$ cat src/rtl/seq_array_mul.sv
// seq_array_mul: iterative array multiplier folding R partial-product rows per clock.
// Optional feature macro: SEQ_MUL_SIGNED_EN adds the sgn port for two's-complement operands.
module seq_array_mul #(
   parameter int N = 8,
   parameter int R = 1
) (
   input  logic           clk,
   input  logic           clr_n,
   input  logic [N-1:0]   data_in,
   input  logic           load_a,
   input  logic           load_b,
   input  logic           start,
`ifdef SEQ_MUL_SIGNED_EN
   input  logic           sgn,
`endif
   output logic [2*N-1:0] product,
   output logic           busy,
   output logic           done
);
   localparam int ROWS = N / R;
   localparam int CW   = $clog2(ROWS) + 1;
   localparam int IW   = (N > 1) ? $clog2(N) : 1;

   if (N < 2 || R < 1 || R > N || (N % R) != 0) begin : g_bad_params
      $error("seq_array_mul: need N >= 2, 1 <= R <= N and N %% R == 0");
   end

   typedef enum logic {IDLE, RUN} state_t;

   state_t           state_q, state_d;
   logic [N-1:0]     a_q, b_q;
   logic [N-1:0]     wa_q, wa_d, wb_q, wb_d;
   logic [2*N-1:0]   acc_q, acc_d, prod_q, prod_d;
   logic [CW-1:0]    cnt_q, cnt_d;
   logic             done_q, done_d;
   logic             flag;
   logic             last;
   logic [2*N-1:0]   ext_a;
   logic [2*N-1:0]   sum;
   logic [IW-1:0]    idx;

`ifdef SEQ_MUL_SIGNED_EN
   logic sgn_q, sgn_d;
   assign flag = sgn_q;
`else
   assign flag = 1'b0;
`endif

   assign ext_a   = flag ? {{N{wa_q[N-1]}}, wa_q} : {{N{1'b0}}, wa_q};
   assign last    = cnt_q == CW'(ROWS - 1);
   assign busy    = state_q == RUN;
   assign done    = done_q;
   assign product = prod_q;

   // Accumulate this cycle's R rows; the sign row is subtracted in two's-complement mode.
   always_comb begin
      sum = acc_q;
      idx = '0;
      for (int j = 0; j < R; j++) begin
         idx = IW'(int'(cnt_q) * R + j);
         if (wb_q[idx])
            sum = (flag && idx == IW'(N - 1)) ? sum - (ext_a << idx) : sum + (ext_a << idx);
      end
   end

   // Next-state logic: IDLE latches operands on start, RUN folds rows until the last one.
   always_comb begin
      state_d = state_q;
      wa_d    = wa_q;
      wb_d    = wb_q;
      acc_d   = acc_q;
      cnt_d   = cnt_q;
      prod_d  = prod_q;
      done_d  = 1'b0;
`ifdef SEQ_MUL_SIGNED_EN
      sgn_d   = sgn_q;
`endif
      case (state_q)
         IDLE: begin
            if (start) begin
               wa_d    = a_q;
               wb_d    = b_q;
               acc_d   = '0;
               cnt_d   = '0;
`ifdef SEQ_MUL_SIGNED_EN
               sgn_d   = sgn;
`endif
               state_d = RUN;
            end
         end
         default: begin
            acc_d = sum;
            cnt_d = cnt_q + 1'b1;
            if (last) begin
               prod_d  = sum;
               done_d  = 1'b1;
               state_d = IDLE;
            end
         end
      endcase
   end

   // Operand registers load independently of the sequencer, even while busy.
   always_ff @(posedge clk or negedge clr_n) begin
      if (!clr_n) begin
         a_q <= '0;
         b_q <= '0;
      end else begin
         if (load_a) a_q <= data_in;
         if (load_b) b_q <= data_in;
      end
   end

   // Sequencer and datapath state; reset aborts any running multiply.
   always_ff @(posedge clk or negedge clr_n) begin
      if (!clr_n) begin
         state_q <= IDLE;
         wa_q    <= '0;
         wb_q    <= '0;
         acc_q   <= '0;
         cnt_q   <= '0;
         prod_q  <= '0;
         done_q  <= 1'b0;
`ifdef SEQ_MUL_SIGNED_EN
         sgn_q   <= 1'b0;
`endif
      end else begin
         state_q <= state_d;
         wa_q    <= wa_d;
         wb_q    <= wb_d;
         acc_q   <= acc_d;
         cnt_q   <= cnt_d;
         prod_q  <= prod_d;
         done_q  <= done_d;
`ifdef SEQ_MUL_SIGNED_EN
         sgn_q   <= sgn_d;
`endif
      end
   end
endmodule

$ cat config.mk
export PLATFORM = sky130hd
export DESIGN_NAME = seq_array_mul
export DESIGN_NICKNAME = d
export VERILOG_FILES = /design/src/rtl/seq_array_mul.sv
export SDC_FILE = /design/constraint.sdc
export NUM_CORES = 1
export LEC_CHECK = 0
export BUFFER_PORTS_ARGS = -buffer_cell sky130_fd_sc_hd__buf_2
export CAP_MARGIN = 40
export CORE_ASPECT_RATIO = 0.8
export CORE_MARGIN = 2
export CORE_UTILIZATION = 50
export DETAILED_ROUTE_END_ITERATION = 6
export PLACE_DENSITY_LB_ADDON = 0.08
export SKIP_CTS_REPAIR_TIMING = 1
export SKIP_LAST_GASP = 1
export SYNTH_ARGS = -nofsm -noshare
export SYNTH_HDL_FRONTEND = slang
export SYNTH_SLANG_ARGS = --single-unit
$ cat constraint.sdc
create_clock -name clk -period 2.8 [get_ports clk]
set_input_delay 0.28 -clock clk [delete_from_list [all_inputs] [get_ports clk]]
set_output_delay 0.28 -clock clk [all_outputs]
set_load 0.01 [all_outputs]
==> run summary, run 1 <==
### Floorplanning
* **effective utilization at floorplan** 51.0%
* **I/O pin count** 31
* **floorplan row count** 29
* **core outline area** 7840 um^2
* **height of the chip** 84 um
* **Die X** 104 um
* **Die Footprint** 8740 um^2

### Yosys
* **flop and latch count out of synthesis** 70
* **Synth Flop Type** sky130_fd_sc_hd__dfrtp_1
* **mux contribution to synthesized area** 15.1%
* **EDFF count, synth** 0
* **largest area contributor in the netlist** sky130_fd_sc_hd__dfrtp_1
* **largest cells by area after synthesis** sky130_fd_sc_hd__dfrtp_1 (44%), sky130_fd_sc_hd__mux2_2 (9.9%), sky130_fd_sc_hd__ha_1 (5.0%)
* **total of warnings raised by yosys** 0
* **Compound-Gate Fraction of Synth Area** 15.7%
* **Adder-Cell Fraction of Synth Area** 5.51%
* **number of instances in the synthesized netlist** 406
* **Post-Syn Area** 4000 um^2
* **Post-Syn Area per Cell** 9.85 um^2
* **Netlist cell types** 47
* **share of the synthesized area in the top cell type** 43.8%
* **most common library cells after synthesis** sky130_fd_sc_hd__dfrtp_1 (70), sky130_fd_sc_hd__nand2_1 (43), sky130_fd_sc_hd__mux2_2 (35), sky130_fd_sc_hd__a21oi_1 (31), sky130_fd_sc_hd__o21ai_0 (28)
* **simple-gate area share of the yosys netlist** 13.8%
* **net count of the mapped netlist** 436
* **main combinational cell family by area after synthesis** compound AO/OA/AOI/OAI gates
* **share of the synthesized netlist area taken by xor and xnor gates** 1.97%
* **most common cell in the synthesized netlist** sky130_fd_sc_hd__dfrtp_1
* **proportion of register bits with asynchronous set or reset after synthesis** 100%
* **Seq/Total Area, Yosys** 43.8%

### CTS
* **TritonCTS clock tree** done
* **clock latency on the worst-skew pair** 0.36 ns
* **cell chosen for the clock root** sky130_fd_sc_hd__clkbuf_8
* **Worst-path clk slew** 0.08 ns
* **clock sink count** 70
* **number of buffers on the longest clock path** 2
* **Num CTS Buffers** 9
* **H-tree depth reported by CTS** 3

### Critical path
* **cell occurring most often along the worst timing path** sky130_fd_sc_hd__o211ai_1
* **cell at the slowest stage of the critical path** sky130_fd_sc_hd__dfrtp_1
* **highest fanout seen on the critical path** 7
* **worst stage delay on the critical path** 0.41 ns
* **startpoint type of the worst setup path** flip-flop
* **worst path arrival time** 3.07 ns
* **critical path class** reg -> reg
* **cell chain of the critical path** buf_6 > mux2i_2 > mux2_4 > o22ai_4 > ha_4 > o211ai_1 > o211ai_1 > buf_4 > nand4b_1 > a21oi_2 > xor2_1 > mux2_2
* **Crit path required time** 3.05 ns
* **crit path capture type** flip-flop

### Global route
* **first-pass GRT wire length** 16400 um
* **All-Layer GR Usage** 24.0%
* **pin count of the biggest net entering global routing** 42
* **global route overflow** 0
* **number of global-route vias before repair** 3226
* **initial antenna violation count** 0

### Timing
* **Pins Over Slew Limit** 0
* **Max Freq** 0.354 GHz
* **relative slew slack** 49.5%
* **post-route minimum period** 2.82 ns
* **Final Hold Vio Count** 0
* **setup ws final** -0.0228 ns
* **worst slew pin tran** 0.754 ns
* **setup repair after global routing missed its margin** true
* **final worst path period share** 101%
* **final setup violation count** 2
* **Worst Skew** 0.00833 ns

### Route
* **per-cell routed wire length** 17.2 um
* **residual DRC count** 0
* **total number of vias** 3334
* **first drt pass iteration count** 4
* **number of nets with antenna violations after detailed routing** 0
* **Post-Route WL** 9980 um
* **Vias per Instance** 5.76
* **1st-iter DRT viols** 146

### Status
* **status** finished, violations left
* **violations in the final reports** setup timing

### Placement
* **Setup Slack @ Placement** -0.0459 ns
* **global placer's final weighted congestion** 0.867
* **DP Wirelength** 7050 um
* **count of input and output buffers** 30

### Cells and area
* **Post-layout nets** 497
* **FILL cells** 676
* **layout-stage area growth over the synthesis result** 23.8%
* **number of antenna diodes** 0
* **fraction of final layout cells with drive strength greater than 1** 35.5%

### Flow run
* **count of maximum capacitance violations** 0

### Worst hold path
* **class of the worst hold path** in -> reg

## worst max-delay path: cells and delay by family (launching register included)
kind,cells,cell delay (ns)
buffers and inverters,2,0.36
AND/OR/NAND/NOR,1,0.11
XOR/XNOR,1,0.10
adder cells (fa/ha/maj),1,0.30
multiplexers,3,0.72
flip-flops,1,0.41
AO/OA/AOI/OAI,4,0.72
## cell type report
class | count | area, um^2 | share of cell area (%)
Clock buffer | 9 | 124 | 2.50
Clock inverter | 6 | 63.8 | 1.29
Inverter | 10 | 37.5 | 0.758
Multi-Input combinational cell | 300 | 2300 | 46.5
Sequential cell | 70 | 1750 | 35.4
Tap cell | 108 | 135 | 2.73
Timing Repair Buffer | 76 | 537 | 10.8
## cells in the final DEF, fill, tap and decap left out, types with 4 or more instances in the layout
master                     count
sky130_fd_sc_hd__nand4_1       5
sky130_fd_sc_hd__a21oi_2       5
sky130_fd_sc_hd__xor2_1        4
sky130_fd_sc_hd__inv_1         8
sky130_fd_sc_hd__dfrtp_1      68
sky130_fd_sc_hd__mux2_2       33
sky130_fd_sc_hd__nor3_1       11
sky130_fd_sc_hd__xnor2_1       4
sky130_fd_sc_hd__nor2_1       20
sky130_fd_sc_hd__a31oi_1       9
sky130_fd_sc_hd__ha_4          4
sky130_fd_sc_hd__a21oi_1      25
sky130_fd_sc_hd__clkbuf_8      9
sky130_fd_sc_hd__mux2i_2       4
sky130_fd_sc_hd__nand2_1      43
sky130_fd_sc_hd__nand3_1      13
sky130_fd_sc_hd__o21ai_0      19
sky130_fd_sc_hd__buf_2        29
sky130_fd_sc_hd__buf_4        41
sky130_fd_sc_hd__a21o_1        5
sky130_fd_sc_hd__o21ai_1       6
sky130_fd_sc_hd__and3_1       11
sky130_fd_sc_hd__ha_1         10
sky130_fd_sc_hd__mux2i_1       9
## flip-flops by register name, indices dropped and copies added (netlist names)
signal   count
a_q          8
acc_q       16
b_q          8
busy         1
cnt_q        4
done         1
product     16
wa_q         8
wb_q         8
## logic make-up after synthesis
kind of cell	Yosys count
and+or+nand+nor	117
AOI/OAI and AO/OA	104
DFF	70
muxes	53
buffers and inverters	36
adders and majority gates	17
xor gates and xnor gates	9
## metal layers
layer	GRT usage, %	vias to the layer above	share of wire (%)
met4	7.49	0	1.2
met2	34.9	77	44
met5	0	-	0
li1	-	1601	-
met1	35.9	1642	49
met3	5.00	14	6.2
## metrics by stage
| stage | instance area (um^2) | util, % | hold slack, ns | std cells | TNS, ns |
|---|---|---|---|---|---|
| finish | 4950 | 63.2 | 0.159 | 579 | -0.0299 |
| global route | 4950 | 63.2 | 0.155 | 579 | -0.878 |
| detailed placement | 4450 | 56.7 | 0.243 | 552 | -0.122 |
| CTS | 4630 | 59.1 | -0.154 | 567 | -0.332 |
| floorplan | 4000 | - | -0.0156 | 406 | 0 |
| global placement | 4430 | 56.5 | 0.450 | 551 | -0.0885 |
## worst paths after layout
| check | start | endpoint | slack, ns | cells past startpoint |
|---|---|---|---|---|
| worst max-delay path | cnt_q[1] | product[15] | -0.02 | 12 |
| worst min-delay path | data_in[3] | b_q[3] | 0.16 | 2 |
| worst max register to register | cnt_q[1] | product[15] | -0.02 | 12 |
| worst min register to register | product[3] | product[3] | 0.47 | 2 |
| max in group asynchronous | clr_n | cnt_q[0] | 1.85 | 3 |
| min in group asynchronous | clr_n | a_q[1] | 0.38 | 2 |
Power of run 1 is not shown: default switching activity piles up to over one toggle a cycle in this logic, so the estimate is an artifact.
==> run 2, diff against run 1 <==
- SETUP_SLACK_MARGIN: unset -> 0.1
==> run summary, run 2 (synthesis gave the netlist of run 1 again) <==
### Critical path
* **worst path arrival time** 3.06 ns, about the same
* **startpoint type of the worst setup path** flip-flop
* **R2R Path Start** cnt_q[1]
* **highest fanout seen on the critical path** 6, -1
* **worst setup slack for register-to-register paths** -0.03 ns, about the same
* **crit path capture type** flip-flop
* **Crit path required time** 3.04 ns, about the same
* **R2R depth** 11, -1
* **critical path class** reg -> reg
* **worst r2r dst** acc_q[9]

### Status
* **violations in the final reports** setup timing
* **status** finished, violations left

### Placement
* **global placer's final weighted congestion** 0.906, +4.5%
* **post-place instance area** 4450 um^2, about the same
* **count of input and output buffers** 30, unchanged
* **DP Wirelength** 6960 um, -1.3%

### Floorplanning
* **I/O pin count** 31, unchanged
* **height of the chip** 84 um, unchanged
* **effective utilization at floorplan** 51.0%, unchanged
* **core outline area** 7840 um^2, unchanged
* **Die X** 104 um, unchanged
* **Die Footprint** 8740 um^2, unchanged
* **floorplan row count** 29, unchanged

### Worst hold path
* **class of the worst hold path** in -> reg
* **destination of the worst hold path** b_q[7]
* **Hold Path Stages** 2, unchanged
* **startpoint of the lowest-slack hold path** data_in[7]

### CTS
* **number of buffers on the longest clock path** 2, unchanged
* **H-tree depth reported by CTS** 3, unchanged
* **cell chosen for the clock root** sky130_fd_sc_hd__clkbuf_8
* **clock sink count** 70, unchanged
* **Num CTS Buffers** 9, unchanged
* **clock latency on the worst-skew pair** 0.35 ns, about the same
* **TritonCTS clock tree** done
* **Worst-path clk slew** 0.07 ns, about the same

### Cells and area
* **final non-filler cell area** 4990 um^2, +0.76%
* **commonest non-fill, non-tap cell in the layout** sky130_fd_sc_hd__dfrtp_1
* **fraction of final layout cells with drive strength greater than 1** 36.7%, +1.3 points
* **Post-layout nets** 499, +0.40%
* **layout-stage area growth over the synthesis result** 24.7%
* **number of antenna diodes** 0, unchanged
* **Final Core Density** 63.7%, +0.48 points
* **highest-count cells in the layout ignoring fill and taps** sky130_fd_sc_hd__dfrtp_1 (68), sky130_fd_sc_hd__buf_4 (43), sky130_fd_sc_hd__nand2_1 (41), sky130_fd_sc_hd__mux2_2 (34), sky130_fd_sc_hd__buf_2 (29)

### Route
* **first drt pass iteration count** 4, unchanged
* **Post-Route WL** 10200 um, +2.1%
* **residual DRC count** 0, unchanged
* **per-cell routed wire length** 17.5 um, +1.5%
* **number of nets with antenna violations after detailed routing** 0, unchanged
* **1st-iter DRT viols** 162, +11%
* **Vias per Instance** 5.74, -0.25%
* **total number of vias** 3343, +0.27%

### Global route
* **met1 routing resource usage after global routing** 34.8%, -1.1 points
* **first-pass GRT wire length** 16400 um, +0.42%
* **met3 Use GR** 5.46%, +0.47 points
* **number of global-route vias before repair** 3202, -0.74%
* **initial antenna violation count** 0, unchanged
* **All-Layer GR Usage** 24.0%, -0.059 points
* **global route overflow** 0, unchanged
* **met2 usage in global routing** 37.0%, +2.1 points
* **GRT busiest layer** met2
* **pin count of the biggest net entering global routing** 44, +4.8%

### Timing
* **setup repair after global routing missed its margin** true
* **final setup violation count** 2, unchanged
* **post-route minimum period** 2.83 ns, +0.00237 ns
* **Pins Over Slew Limit** 0, unchanged
* **worst slew pin tran** 0.711 ns, -0.0432 ns
* **relative slew slack** 52.4%, +2.9 points
* **final worst path period share** 101%, about the same
* **Final Hold Vio Count** 0, unchanged
* **Max Freq** 0.354 GHz, about the same
* **setup ws final** -0.0251 ns, -0.00237 ns
* **Worst Skew** 0.00784 ns, -0.000486 ns

### Flow run
* **count of maximum capacitance violations** 0, unchanged

==> run 2: worst max path at each step <==
| stage | start | end | slack (ns) | depth (start not counted) |
|---|---|---|---|---|
| final | cnt_q[1] | acc_q[9] | -0.03 | 11 |
| after global routing | cnt_q[1] | acc_q[11] | -0.13 | 11 |
| after CTS | cnt_q[1] | acc_q[9] | -0.06 | 12 |
| after detailed placement | cnt_q[1] | product[13] | -0.04 | 12 |
| after global placement | cnt_q[1] | product[15] | 0.007 | 10 |
| after floorplan | cnt_q[1] | product[15] | 0.10 | 16 |
==> run 2: routing by layer <==
metal  share of wire (%)  routed length, um  vias to the layer above
met2                  46               4690                       83
met3                 6.5                657                       11
li1                    -                  -                     1606
met4                 1.1                117                        0
met1                  46               4720                     1643
met5                   0                  0                        -
==> run 2: critical path: stages, from the launching register on <==
cell	delay (ns)
sky130_fd_sc_hd__dfrtp_2	0.48
sky130_fd_sc_hd__mux2i_2	0.19
sky130_fd_sc_hd__mux2_4	0.28
sky130_fd_sc_hd__o22ai_2	0.14
sky130_fd_sc_hd__ha_1	0.28
sky130_fd_sc_hd__buf_4	0.17
sky130_fd_sc_hd__a21oi_2	0.16
sky130_fd_sc_hd__o211ai_1	0.23
sky130_fd_sc_hd__a21boi_2	0.25
sky130_fd_sc_hd__xor2_1	0.21
sky130_fd_sc_hd__a211oi_1	0.10
sky130_fd_sc_hd__a31o_2	0.22
==> run 2: area by class of cell <==
type	instances	area [um^2]
Multi-Input combinational cell	300	2290
Inverter	10	37.5
Tap cell	108	135
Clock buffer	10	128
Sequential cell	70	1750
Fill cell	674	2850
Clock inverter	6	86.3
Timing Repair Buffer	78	556
==> run 2: stage by stage <==
| stage | instances | setup TNS (ns) | worst slack (ns) | hold WS [ns] |
|---|---|---|---|---|
| global route | 582 | -1.03 | -0.133 | 0.151 |
| global placement | 551 | 0 | 0.00690 | 0.452 |
| detailed placement | 552 | -0.0650 | -0.0385 | 0.225 |
| CTS | 568 | -0.139 | -0.0592 | -0.158 |
| floorplan | 406 | 0 | 0.101 | -0.0156 |
| finish | 582 | -0.0304 | -0.0251 | 0.178 |
Power of run 2 is left out for the same reason.
==> run 3, diff against run 2 <==
- CORE_ASPECT_RATIO: 0.8 -> 0.75
- CORE_MARGIN: 2 -> unset
==> run summary, run 3 (synthesis gave the netlist of run 1 again) <==
### Status
* **status** completed

### Timing
* **Worst Skew** 0.00833 ns, +0.000490 ns
* **Final Hold Vio Count** 0, unchanged
* **worst slew pin tran** 0.762 ns, +0.0505 ns
* **final worst path period share** 98.1%, -2.8 points
* **Pins Over Slew Limit** 0, unchanged
* **post-route minimum period** 2.75 ns, -0.0787 ns
* **final setup violation count** 0, -2
* **Max Freq** 0.364 GHz, +2.9%
* **total negative slack** 0 ns, +0.0304 ns
* **setup repair after global routing missed its margin** true
* **relative slew slack** 49.0%, -3.4 points

### Critical path
* **buffering stage count on the worst path with inverters included** 3, +2
* **delay-heaviest family, CP** compound AO/OA/AOI/OAI gates
* **highest fanout seen on the critical path** 8, +2
* **crit path capture type** flip-flop
* **cell at the slowest stage of the critical path** sky130_fd_sc_hd__dfrtp_1
* **critical path class** reg -> reg
* **worst stage delay on the critical path** 0.43 ns, -0.05 ns
* **worst setup slack for register-to-register paths** 0.05 ns, +0.08 ns
* **cell chain of the critical path** buf_6 > mux2i_2 > mux2_4 > o22ai_4 > ha_4 > buf_4 > buf_4 > a31o_2 > nand4_1 > nand3_1 > xnor2_2 > o21ai_0
* **worst path arrival time** 2.97 ns, -0.09 ns
* **Crit path required time** 3.03 ns, about the same
* **cell occurring most often along the worst timing path** sky130_fd_sc_hd__buf_4
* **startpoint type of the worst setup path** flip-flop

### Placement
* **count of input and output buffers** 30, unchanged
* **global placer's final weighted congestion** 0.945, +4.3%
* **Inst Count DP** 537, -2.7%
* **DP Wirelength** 6980 um, +0.36%
* **post-place instance area** 4380 um^2, -1.5%

### CTS
* **clock sink count** 70, unchanged
* **H-tree depth reported by CTS** 3, unchanged
* **Num CTS Buffers** 9, unchanged
* **cell chosen for the clock root** sky130_fd_sc_hd__clkbuf_8
* **TritonCTS clock tree** done
* **clock latency on the worst-skew pair** 0.36 ns, about the same
* **number of buffers on the longest clock path** 2, unchanged
* **Worst-path clk slew** 0.08 ns, about the same

### Route
* **Post-Route WL** 9930 um, -2.5%
* **Vias per Instance** 5.88, +2.4%
* **total number of vias** 3293, -1.5%
* **residual DRC count** 0, unchanged
* **1st-iter DRT viols** 218, +35%
* **number of nets with antenna violations after detailed routing** 0, unchanged
* **per-cell routed wire length** 17.7 um, +1.4%
* **first drt pass iteration count** 5, +1

### Floorplanning
* **Die Footprint** 8370 um^2, -4.2%
* **height of the chip** 79.5 um, -5.4%
* **core outline area** 7530 um^2, -3.9%
* **Die X** 105 um, +1.2%
* **effective utilization at floorplan** 53.1%, +2.1 points
* **floorplan row count** 27, -6.9%
* **I/O pin count** 31, unchanged

### Global route
* **met1 routing resource usage after global routing** 34.1%, -0.71 points
* **GRT busiest layer** met2
* **met2 usage in global routing** 37.0%, about the same
* **first-pass GRT wire length** 15500 um, -5.5%
* **All-Layer GR Usage** 24.3%, +0.33 points
* **met3 Use GR** 5.88%, +0.41 points
* **initial antenna violation count** 0, unchanged
* **pin count of the biggest net entering global routing** 41, -6.8%
* **global route overflow** 0, unchanged
* **number of global-route vias before repair** 3130, -2.2%

### Cells and area
* **Post-layout nets** 484, -3.0%
* **number of antenna diodes** 0, unchanged
* **fraction of final layout cells with drive strength greater than 1** 33.6%, -3.2 points
* **number of cells in the finished layout apart from fillers** 560, -3.8%
* **commonest non-fill, non-tap cell in the layout** sky130_fd_sc_hd__dfrtp_1
* **Final Core Density** 64.1%, +0.46 points
* **layout-stage area growth over the synthesis result** 20.8%
* **final non-filler cell area** 4830 um^2, -3.2%
* **highest-count cells in the layout ignoring fill and taps** sky130_fd_sc_hd__dfrtp_1 (69), sky130_fd_sc_hd__nand2_1 (42), sky130_fd_sc_hd__mux2_2 (34), sky130_fd_sc_hd__buf_2 (29), sky130_fd_sc_hd__buf_4 (28)

### Flow run
* **count of maximum capacitance violations** 0, unchanged

### Worst hold path
* **class of the worst hold path** in -> reg

==> run 3: changes by cell type in the layout (fill, tap and decap cells not counted), sizes merged <==
cell / previous run / this run
buf: 77 / 62
bufinv: 2 / 1
clkbuf: 10 / 9
clkinv: 4 / 5
inv: 9 / 10
==> run 3: final timing paths <==
| path | from | to | depth (start not counted) |
|---|---|---|---|
| max in group asynchronous | clr_n | cnt_q[0] | 3 |
| setup / recovery | cnt_q[1] | product[10] | 12 |
| min in group asynchronous | clr_n | b_q[0] | 2 |
| hold / removal | data_in[4] | a_q[4] | 2 |
| hold reg to reg | product[3] | product[3] | 2 |
| setup reg to reg | cnt_q[1] | product[10] | 12 |
==> run 3: per-stage QoR <==
stage	setup WS, ns	hold WS (ns)
2_1_floorplan	0.101	-0.0156
3_3_place_gp	0.00180	0.453
3_5_place_dp	-0.0154	0.247
4_1_cts	-0.0388	-0.149
5_1_grt	-0.0874	0.156
6_report	0.0536	0.163
==> run 3: layer usage <==
metal,wire length (um),vias to the layer above
met5,0,-
met4,94,0
met3,592,9
met2,4450,92
met1,4800,1604
li1,-,1588
==> run 3: final cells by class <==
type,instances,area (um^2)
Clock buffer,9,124
Tap cell,101,126
Timing Repair Buffer,63,439
Multi-Input combinational cell,300,2280
Inverter,10,37.5
Fill cell,603,2700
Sequential cell,70,1750
Clock inverter,7,73.8
Power of run 3 is left out for the same reason.
